[config.mk]
export PLATFORM = sky130hd
export DESIGN_NAME = instr_fetch
export DESIGN_NICKNAME = d
export VERILOG_FILES = /design/src/rtl/instr_fetch_pkg.sv /design/src/rtl/instr_fetch_buf.sv /design/src/rtl/instr_fetch.sv
export SDC_FILE = /design/constraint.sdc
export NUM_CORES = 1
export LEC_CHECK = 0
export CORE_ASPECT_RATIO = 0.5
export CORE_MARGIN = 4
export CORE_UTILIZATION = 55
export CTS_BUF_LIST = sky130_fd_sc_hd__clkbuf_8
export CTS_CLUSTER_DIAMETER = 100
export DETAILED_ROUTE_END_ITERATION = 6
export PLACE_DENSITY = 0.85
export SYNTH_ARGS = -nofsm -noshare
export SYNTH_HDL_FRONTEND = slang
export SYNTH_SLANG_ARGS = --single-unit
[constraint.sdc]
create_clock -name clk -period 5.25 [get_ports clk]
set_clock_uncertainty 0.1 [all_clocks]
set_input_delay 0.7875 -clock clk [delete_from_list [all_inputs] [get_ports clk]]
set_output_delay 0.7875 -clock clk [all_outputs]
set_load 0.01 [all_outputs]
[src/rtl/instr_fetch_pkg.sv]
// instr_fetch_pkg: shared cpu encodings for next-PC select, fetch FSM states and reset PC
package instr_fetch_pkg;

   typedef enum logic [1:0] {
      PC_SEQ  = 2'b00,
      PC_REL  = 2'b01,
      PC_ABS  = 2'b10,
      PC_HOLD = 2'b11
   } pc_mux_t;

   typedef enum logic [1:0] {
      ST_LOOKUP  = 2'b00,
      ST_FETCH   = 2'b01,
      ST_PRESENT = 2'b10
   } state_t;

   localparam logic [31:0] RESET_PC = 32'h0000_0000;

endpackage

[src/rtl/instr_fetch_buf.sv]
// fetch_buf: one-word instruction buffer with word-tag compare and halfword select
module fetch_buf
   import instr_fetch_pkg::*;
#(
   parameter int ADDR_W = 32
)(
   input  logic              clk,
   input  logic              rst_n,
   input  logic              i_load,
   input  logic [31:0]       i_data,
   input  logic [ADDR_W-1:1] i_pc,
   output logic              o_hit,
   output logic [15:0]       o_instr
);

   logic [31:0]       r_data;
   logic [ADDR_W-3:0] r_tag;
   logic              r_valid;

   // capture the acknowledged memory word together with the word address it came from
   always_ff @(posedge clk or negedge rst_n) begin
      if (!rst_n) begin
         r_data  <= '0;
         r_tag   <= '0;
         r_valid <= 1'b0;
      end else if (i_load) begin
         r_data  <= i_data;
         r_tag   <= i_pc[ADDR_W-1:2];
         r_valid <= 1'b1;
      end
   end

   assign o_hit   = r_valid && (r_tag == i_pc[ADDR_W-1:2]);
   assign o_instr = i_pc[1] ? r_data[31:16] : r_data[15:0];

endmodule

[src/rtl/instr_fetch.sv]
// instr_fetch: 16-bit instruction fetch unit with one-word buffer and next-PC select
module instr_fetch
   import instr_fetch_pkg::*;
#(
   parameter int                ADDR_W   = 32,
   parameter logic [ADDR_W-1:0] RESET_PC = ADDR_W'(instr_fetch_pkg::RESET_PC)
)(
   input  logic              clk,
   input  logic              rst_n,
   output logic [ADDR_W-1:0] IMEM_ADR_O,
   output logic              IMEM_STB_O,
   input  logic              IMEM_ACK_I,
   input  logic [31:0]       IMEM_DAT_I,
   output logic [15:0]       instr,
   output logic              INSTR_VALID,
   input  logic              INSTR_READY,
   input  logic [1:0]        PC_MUX,
   input  logic [ADDR_W-1:0] PC_REL,
   input  logic [ADDR_W-1:0] PC_ABS,
   output logic [ADDR_W-1:0] PC
);

   state_t            r_state;
   logic [ADDR_W-1:0] r_pc;
   logic              r_stb;
   logic              r_vld;
   logic [ADDR_W-1:0] w_target;
   logic [ADDR_W-1:0] w_next_pc;
   logic              w_hit;
   logic              w_load;

   assign w_load      = (r_state == ST_FETCH) && IMEM_ACK_I;
   assign IMEM_ADR_O  = {r_pc[ADDR_W-1:2], 2'b00};
   assign IMEM_STB_O  = r_stb;
   assign INSTR_VALID = r_vld;
   assign PC          = r_pc;

   fetch_buf #(.ADDR_W(ADDR_W)) u_buf (
      .clk     (clk),
      .rst_n   (rst_n),
      .i_load  (w_load),
      .i_data  (IMEM_DAT_I),
      .i_pc    (r_pc[ADDR_W-1:1]),
      .o_hit   (w_hit),
      .o_instr (instr)
   );

   // next-PC candidate, halfword aligned, wrapping modulo 2^ADDR_W
   always_comb begin
      w_target  = (PC_MUX == instr_fetch_pkg::PC_SEQ) ? r_pc + ADDR_W'(2) :
                  (PC_MUX == instr_fetch_pkg::PC_REL) ? r_pc + PC_REL :
                  (PC_MUX == instr_fetch_pkg::PC_ABS) ? PC_ABS : r_pc;
      w_next_pc = {w_target[ADDR_W-1:1], 1'b0};
   end

   // fetch FSM: lookup decides hit or bus fetch, present holds until consumed
   always_ff @(posedge clk or negedge rst_n) begin
      if (!rst_n) begin
         r_state <= ST_LOOKUP;
         r_pc    <= RESET_PC;
         r_stb   <= 1'b0;
         r_vld   <= 1'b0;
      end else begin
         case (r_state)
            ST_LOOKUP: begin
               r_state <= w_hit ? ST_PRESENT : ST_FETCH;
               r_stb   <= !w_hit;
               r_vld   <= w_hit;
            end
            ST_FETCH: if (IMEM_ACK_I) begin
               r_state <= ST_PRESENT;
               r_stb   <= 1'b0;
               r_vld   <= 1'b1;
            end
            ST_PRESENT: if (INSTR_READY) begin
               r_state <= ST_LOOKUP;
               r_vld   <= 1'b0;
               r_pc    <= w_next_pc;
            end
            default: begin
               r_state <= ST_LOOKUP;
               r_stb   <= 1'b0;
               r_vld   <= 1'b0;
            end
         endcase
      end
   end

endmodule
Word-level counts from Yosys, hierarchy flattened. Index checks and enable logic that the tools add are counted.

Reductions and logical operators: 9. Add/subtract/negate cells: 2. Equal/unequal tests: 7. Mux-type cells: 13. Bitwise gates (word level): 1.

Operators with widths (number): 2-to-1 mux 32 bit (3); adder 32 x 2 -> 32 bit, second input constant (1); adder 32 bit (1); == test 30 bit (1); 2-to-1 mux 16 bit (1); 2-to-1 mux 2 bit (3); case mux 1 bit (3 select lines) (2); case mux 2 bit (3 select lines) (1); == test 2 x 1 -> 1 bit, second input constant (2); == test 2 bit, second input constant (2); logical NOT 2 bit (2); inequality test 2 bit, second input constant (2); AND reduction 2 bit (2); 2-to-1 mux 1 bit (3); AND reduction 3 bit (1); nonzero test 3 bit (1); logical AND 1 bit (2); logical NOT 1 bit (1); inverter 1 bit (1).

Input port bits: 102. Register bits: 98. Logic and storage cells: 39. Output and inout port bits: 82.

Logic depth before layout (Yosys ltp).
Word-level depth: 4. Mapped depth: 13. Depth with buffers taken out: 13.

By module. A second synthesis with hierarchy kept.

Cell total of the unflattened synthesis: 772. Area total of the unflattened synthesis: 7155.6 sq um.

Modules (own cells, without submodules): instr_fetch (area an instance 4325.4 sq um, sequential area each 850.8 sq um, cells an instance 581, instances 1); fetch_buf (area an instance 2830.2 sq um, sequential area each 1576.5 sq um, cells an instance 191, instances 1).

Worst setup path after synthesis. OpenSTA, ideal clock, no wires.

Path kind: input -> register. Start point: input PC_REL[1]. End point: register r_pc[31], in the netlist PC[31]. Required time: 5.031 ns. Library setup time: 0.119 ns. Path slack: 2.175 ns. Data arrival time: 2.856 ns. Stages: 13. Buffers on the path: 0. Path through: ha_1 -> inv_1 -> fa_1 -> nor2b_1 -> o21a_1 -> o21a_1 -> a21oi_1 -> a31oi_1 -> a21o_1 -> nand2_1 -> nor3_1 -> o22ai_1 -> o21a_1.

Word-level cells in the longest chain between the ends: 3.

Ends and longest elaborated chain: start: declaration (RTL line instr_fetch.sv:18) `input logic [ADDR_W-1:0] PC_REL,`; adder 32 bit (RTL line instr_fetch.sv:51) `(PC_MUX == instr_fetch_pkg::PC_REL) ? r_pc + PC_REL :`; 2-to-1 mux 32 bit (RTL line instr_fetch.sv:51); 2-to-1 mux 32 bit (RTL line instr_fetch.sv:50) `w_target = (PC_MUX == instr_fetch_pkg::PC_SEQ) ? r_pc + ADDR_W'(2) :`; end signal: assignment (RTL line instr_fetch.sv:78) `r_pc <= w_next_pc;`; end: declaration (RTL line instr_fetch.sv:24) `logic [ADDR_W-1:0] r_pc;`.

No other way between the ends. A chain may end at the register's enable or synchronous reset.

Worst setup path in the final report. Ends and elaborated chain as after synthesis.

==> results.tsv <==
stage	metric	value	unit
power_and_ir_drop	Pleak	3.71	nW
die	die height	88.4	µm
sta	setup total negative slack	0	ns
detailed_routing	top layer in use	met4	
worst_setup_path	critical path endpoint category	flip-flop	
global_routing	pin count of the biggest net entering global routing	76	
sta	unrepaired setup endpoints after global routing	no	
global_routing	first-pass GRT wire length	32300	µm
sta	normalized max-slew margin	0.297	
clock_tree	worst-skew pair later-pin latency	0.37	ns
worst_setup_path	Req. time, crit path	5.41	ns
layout	commonest non-fill, non-tap cells in the layout	sky130_fd_sc_hd__clkdlybuf4s50_1 (177), sky130_fd_sc_hd__dfrtp_1 (97), sky130_fd_sc_hd__a21oi_1 (85), sky130_fd_sc_hd__mux2_2 (72), sky130_fd_sc_hd__nand2_1 (59)	
clock_tree	number of hold buffers added after cts	0	
place	number of I/O port buffers	178	
die	die outline area	14900	µm²
detailed_routing	Post-Route WL	20600	µm
synth	synthesized-area fraction occupied by ao, oa, aoi and oai cells	0.197	
sta	fin crit period	3.81	ns
clock_tree	quantity of gates resized following cts	0	
place	total instance count after detailed placement	1062	
place	DP Wirelength	15400	µm
die	I/O Pins	184	
synth	Synth Area in XOR/XNOR	0.0702	
clock_tree	maximum buffer depth of the clock tree	2	
sta	Achievable Freq	263	MHz
synth	largest family of logic cells by synthesized area	compound AO/OA/AOI/OAI gates	
clock_tree	CTS tree	done	
layout	layout-stage area growth over the synthesis result	25.7	%
synth	average footprint of a synthesized cell	9.08	µm²
sta	Final setup viols	0	
detailed_routing	violation count after the first detailed-routing iteration	715	
sta	Period Utilization, post-route	0.725	
global_routing	overall fraction of global-route tracks in use	0.270	
worst_setup_path	Critical Path Max Stage Delay	0.46	ns
synth	unique cell type count in the Yosys netlist	72	
sta	final hold violation count	0	
worst_setup_path	Slowest-stage cell, CP	sky130_fd_sc_hd__clkdlybuf4s50_1	
clock_tree	number of setup buffers added after CTS	0	
sta	Hold Slack	0.390	ns
run	maximum capacitance violations	0	
place	RD Place Congestion	0.964	
synth	Async SR Flop Fraction	1.00	
synth	synth top area cells	sky130_fd_sc_hd__dfrtp_1 (34%), sky130_fd_sc_hd__mux2_2 (11%), sky130_fd_sc_hd__a21oi_1 (6.0%)	
sta	worst-margin pin slew	1.05	ns
synth	share of cell area taken by muxes after synthesis	0.121	
detailed_routing	DRC viols	0	
synth	top-area cell type share of the netlist area	0.341	
detailed_routing	Detail Route Antenna Nets	0	
layout	utilization after layout	0.705	
clock_tree	total number of clock tree sinks	97	
global_routing	residual overflow from global routing	0	
layout	antenna fix cells	0	
synth	yosys synthesis warning count	0	
layout	Cell Count, Final, Fillers Out	1077	
detailed_routing	1st-pass router iterations	5	
sta	fin. max-slew vios	0	
power_and_ir_drop	pwr dens	569	nW/µm²
die	width of the die	169	µm
clock_tree	CTS Buf Count	9	
synth	adder-cell share of the synthesized area	0.0574	
worst_hold_path	Min-Delay Path Class	flip-flop to flip-flop	
clock_tree	clock root buffer master	sky130_fd_sc_hd__clkbuf_8	
synth	Most used DFF post-synth	sky130_fd_sc_hd__dfrtp_1	
worst_setup_path	data arrival time of the worst path	3.97	ns
synth	Post-Synthesis Cells	783	
layout	final net count	1037	
clock_tree	register clock-pin slew on the reported worst setup and hold paths	0.09	ns
synth	area fraction in and, or, nand and nor cells after synthesis	0.143	
synth	cell taking the most area after synthesis	sky130_fd_sc_hd__dfrtp_1	
power_and_ir_drop	peak ir drop on the vdd network	332	µV
synth	Post-Synthesis Cell Area	7110	µm²
die	initial standard-cell utilization of the core	0.561	
worst_setup_path	cell breakdown of the critical path	clkdlybuf4s50_1 -> ha_1 -> inv_1 -> fa_1 -> nor2b_1 -> o21a_1 -> o21a_1 -> a21oi_1 -> a31oi_1 -> a21o_1 -> nand2_1 -> nor3_1 -> o22ai_1 -> o21a_1	
worst_setup_path	dominant cell type by count on the critical path	sky130_fd_sc_hd__o21a_1	
die	standard-cell row count	29	
detailed_routing	average wire length per cell after detail routing	19.1	µm
global_routing	vias in the first global route	6323	
synth	number of enable-type register cells in the synthesized netlist	0	
layout	layout cells sized above 1	0.122	
detailed_routing	DRT met1 WL	8470	µm
worst_setup_path	Setup Crit Path Kind	input pin to flip-flop	
synth	Seq/Total Area, Yosys	0.341	
die	Core Footprint	12700	µm²
global_routing	antenna violations before repair	0	
layout	most common cell after layout, fill and taps aside	sky130_fd_sc_hd__clkdlybuf4s50_1	
detailed_routing	met3 WL post-DR	2630	µm
detailed_routing	via count	6661	
worst_setup_path	setup slack on the worst flop-to-flop path	1.81	ns
detailed_routing	Routed met2 length	9310	µm
worst_setup_path	maximum fanout along the worst path	5	
run_status	outcome	finished clean	
clock_tree	CTS H-Tree Depth	3	
worst_setup_path	kind of launch point of the worst setup path	input pin	
synth	Synth Register Bits	97	
detailed_routing	number of vias per cell	6.18	
## flip-flops by register name, summed over array words and instances, names as in the netlist
name	cells
PC	31
r_state	2
u_buf.r_valid	1
u_buf.r_data	32
IMEM_STB_O	1
u_buf.r_tag	30
## worst paths after layout
kind                                from        endpoint  depth (start not counted)
min reg2reg                u_buf.r_valid   u_buf.r_valid                          1
max                            PC_REL[1]          PC[31]                         14
max reg2reg                        PC[2]          PC[31]                         12
max in group asynchronous          rst_n  u_buf.r_tag[2]                          2
min in group asynchronous          rst_n          PC[22]                          1
min                        u_buf.r_valid   u_buf.r_valid                          1
## report_power, final
group	switching [mW]	leakage, nW	total (mW)	internal, mW
Sequential	0.493	1.17	1.58	1.09
Clock	0.275	0.103	0.510	0.234
Combinational	1.41	2.44	3.00	1.59
## synthesized netlist by cell type (5+ instances only)
| master | count |
|---|---|
| sky130_fd_sc_hd__dfrtp_1 | 97 |
| sky130_fd_sc_hd__nor2b_1 | 7 |
| sky130_fd_sc_hd__a21o_1 | 21 |
| sky130_fd_sc_hd__clkbuf_1 | 32 |
| sky130_fd_sc_hd__xor2_1 | 19 |
| sky130_fd_sc_hd__buf_4 | 35 |
| sky130_fd_sc_hd__a211oi_1 | 5 |
| sky130_fd_sc_hd__a21oi_1 | 85 |
| sky130_fd_sc_hd__nand2_1 | 59 |
| sky130_fd_sc_hd__xnor2_1 | 38 |
| sky130_fd_sc_hd__o21ai_0 | 31 |
| sky130_fd_sc_hd__o21ai_1 | 16 |
| sky130_fd_sc_hd__ha_1 | 31 |
| sky130_fd_sc_hd__nor3_1 | 15 |
| sky130_fd_sc_hd__nor4_1 | 8 |
| sky130_fd_sc_hd__a31oi_1 | 12 |
| sky130_fd_sc_hd__and3_1 | 8 |
| sky130_fd_sc_hd__nor2_1 | 42 |
| sky130_fd_sc_hd__nand4_1 | 16 |
| sky130_fd_sc_hd__buf_1 | 6 |
| sky130_fd_sc_hd__mux2_2 | 72 |
| sky130_fd_sc_hd__inv_1 | 13 |
| sky130_fd_sc_hd__nand2b_1 | 8 |
| sky130_fd_sc_hd__o21a_1 | 8 |
| sky130_fd_sc_hd__nand3_1 | 20 |
| sky130_fd_sc_hd__buf_2 | 7 |
| sky130_fd_sc_hd__o31ai_1 | 5 |
## cells by family (layout without fill, tap and decap cells)
kind of cell / after synthesis / in the layout
AOI/OAI and AO/OA: 221 / 221
and+or+nand+nor: 203 / 203
DFF: 97 / 97
buffers and inverters: 95 / 217
muxes: 77 / 77
xor gates and xnor gates: 57 / 57
adders and majority gates: 32 / 32
other: 1 / 3
## final cells by class
| type | count | area, µm² |
|---|---|---|
| inverter | 15 | 56.3 |
| timing repair buffer | 187 | 1850 |
| tap | 170 | 213 |
| multi-input combinational | 593 | 4190 |
| fill | 989 | 3730 |
| clock buffer | 10 | 138 |
| clock inverter | 5 | 61.3 |
| sequential | 97 | 2430 |
## metrics by stage
stage	setup slack [ns]	cell area (µm²)	total power [mW]
2_1_floorplan	2.17	7120	3.45
3_3_place_gp	1.29	8730	4.44
3_5_place_dp	1.16	8730	4.54
4_1_cts	1.53	8930	5.06
5_1_grt	1.28	8930	5.43
6_report	1.44	8930	5.09
## worst max-delay path: cells and delay by family
| kind | cells | cell delay, ns |
|---|---|---|
| fa+ha+maj | 2 | 0.57 |
| compound gates | 7 | 1.56 |
| buf+inv | 2 | 0.51 |
| simple gates | 3 | 0.54 |
## layer usage
metal,vias to the layer above,GRT usage
met2,424,0.432
met1,3154,0.363
met3,29,0.0875
met4,0,0.0604
li1,3054,-
met5,-,0
Power figures use the tool's default switching activity.
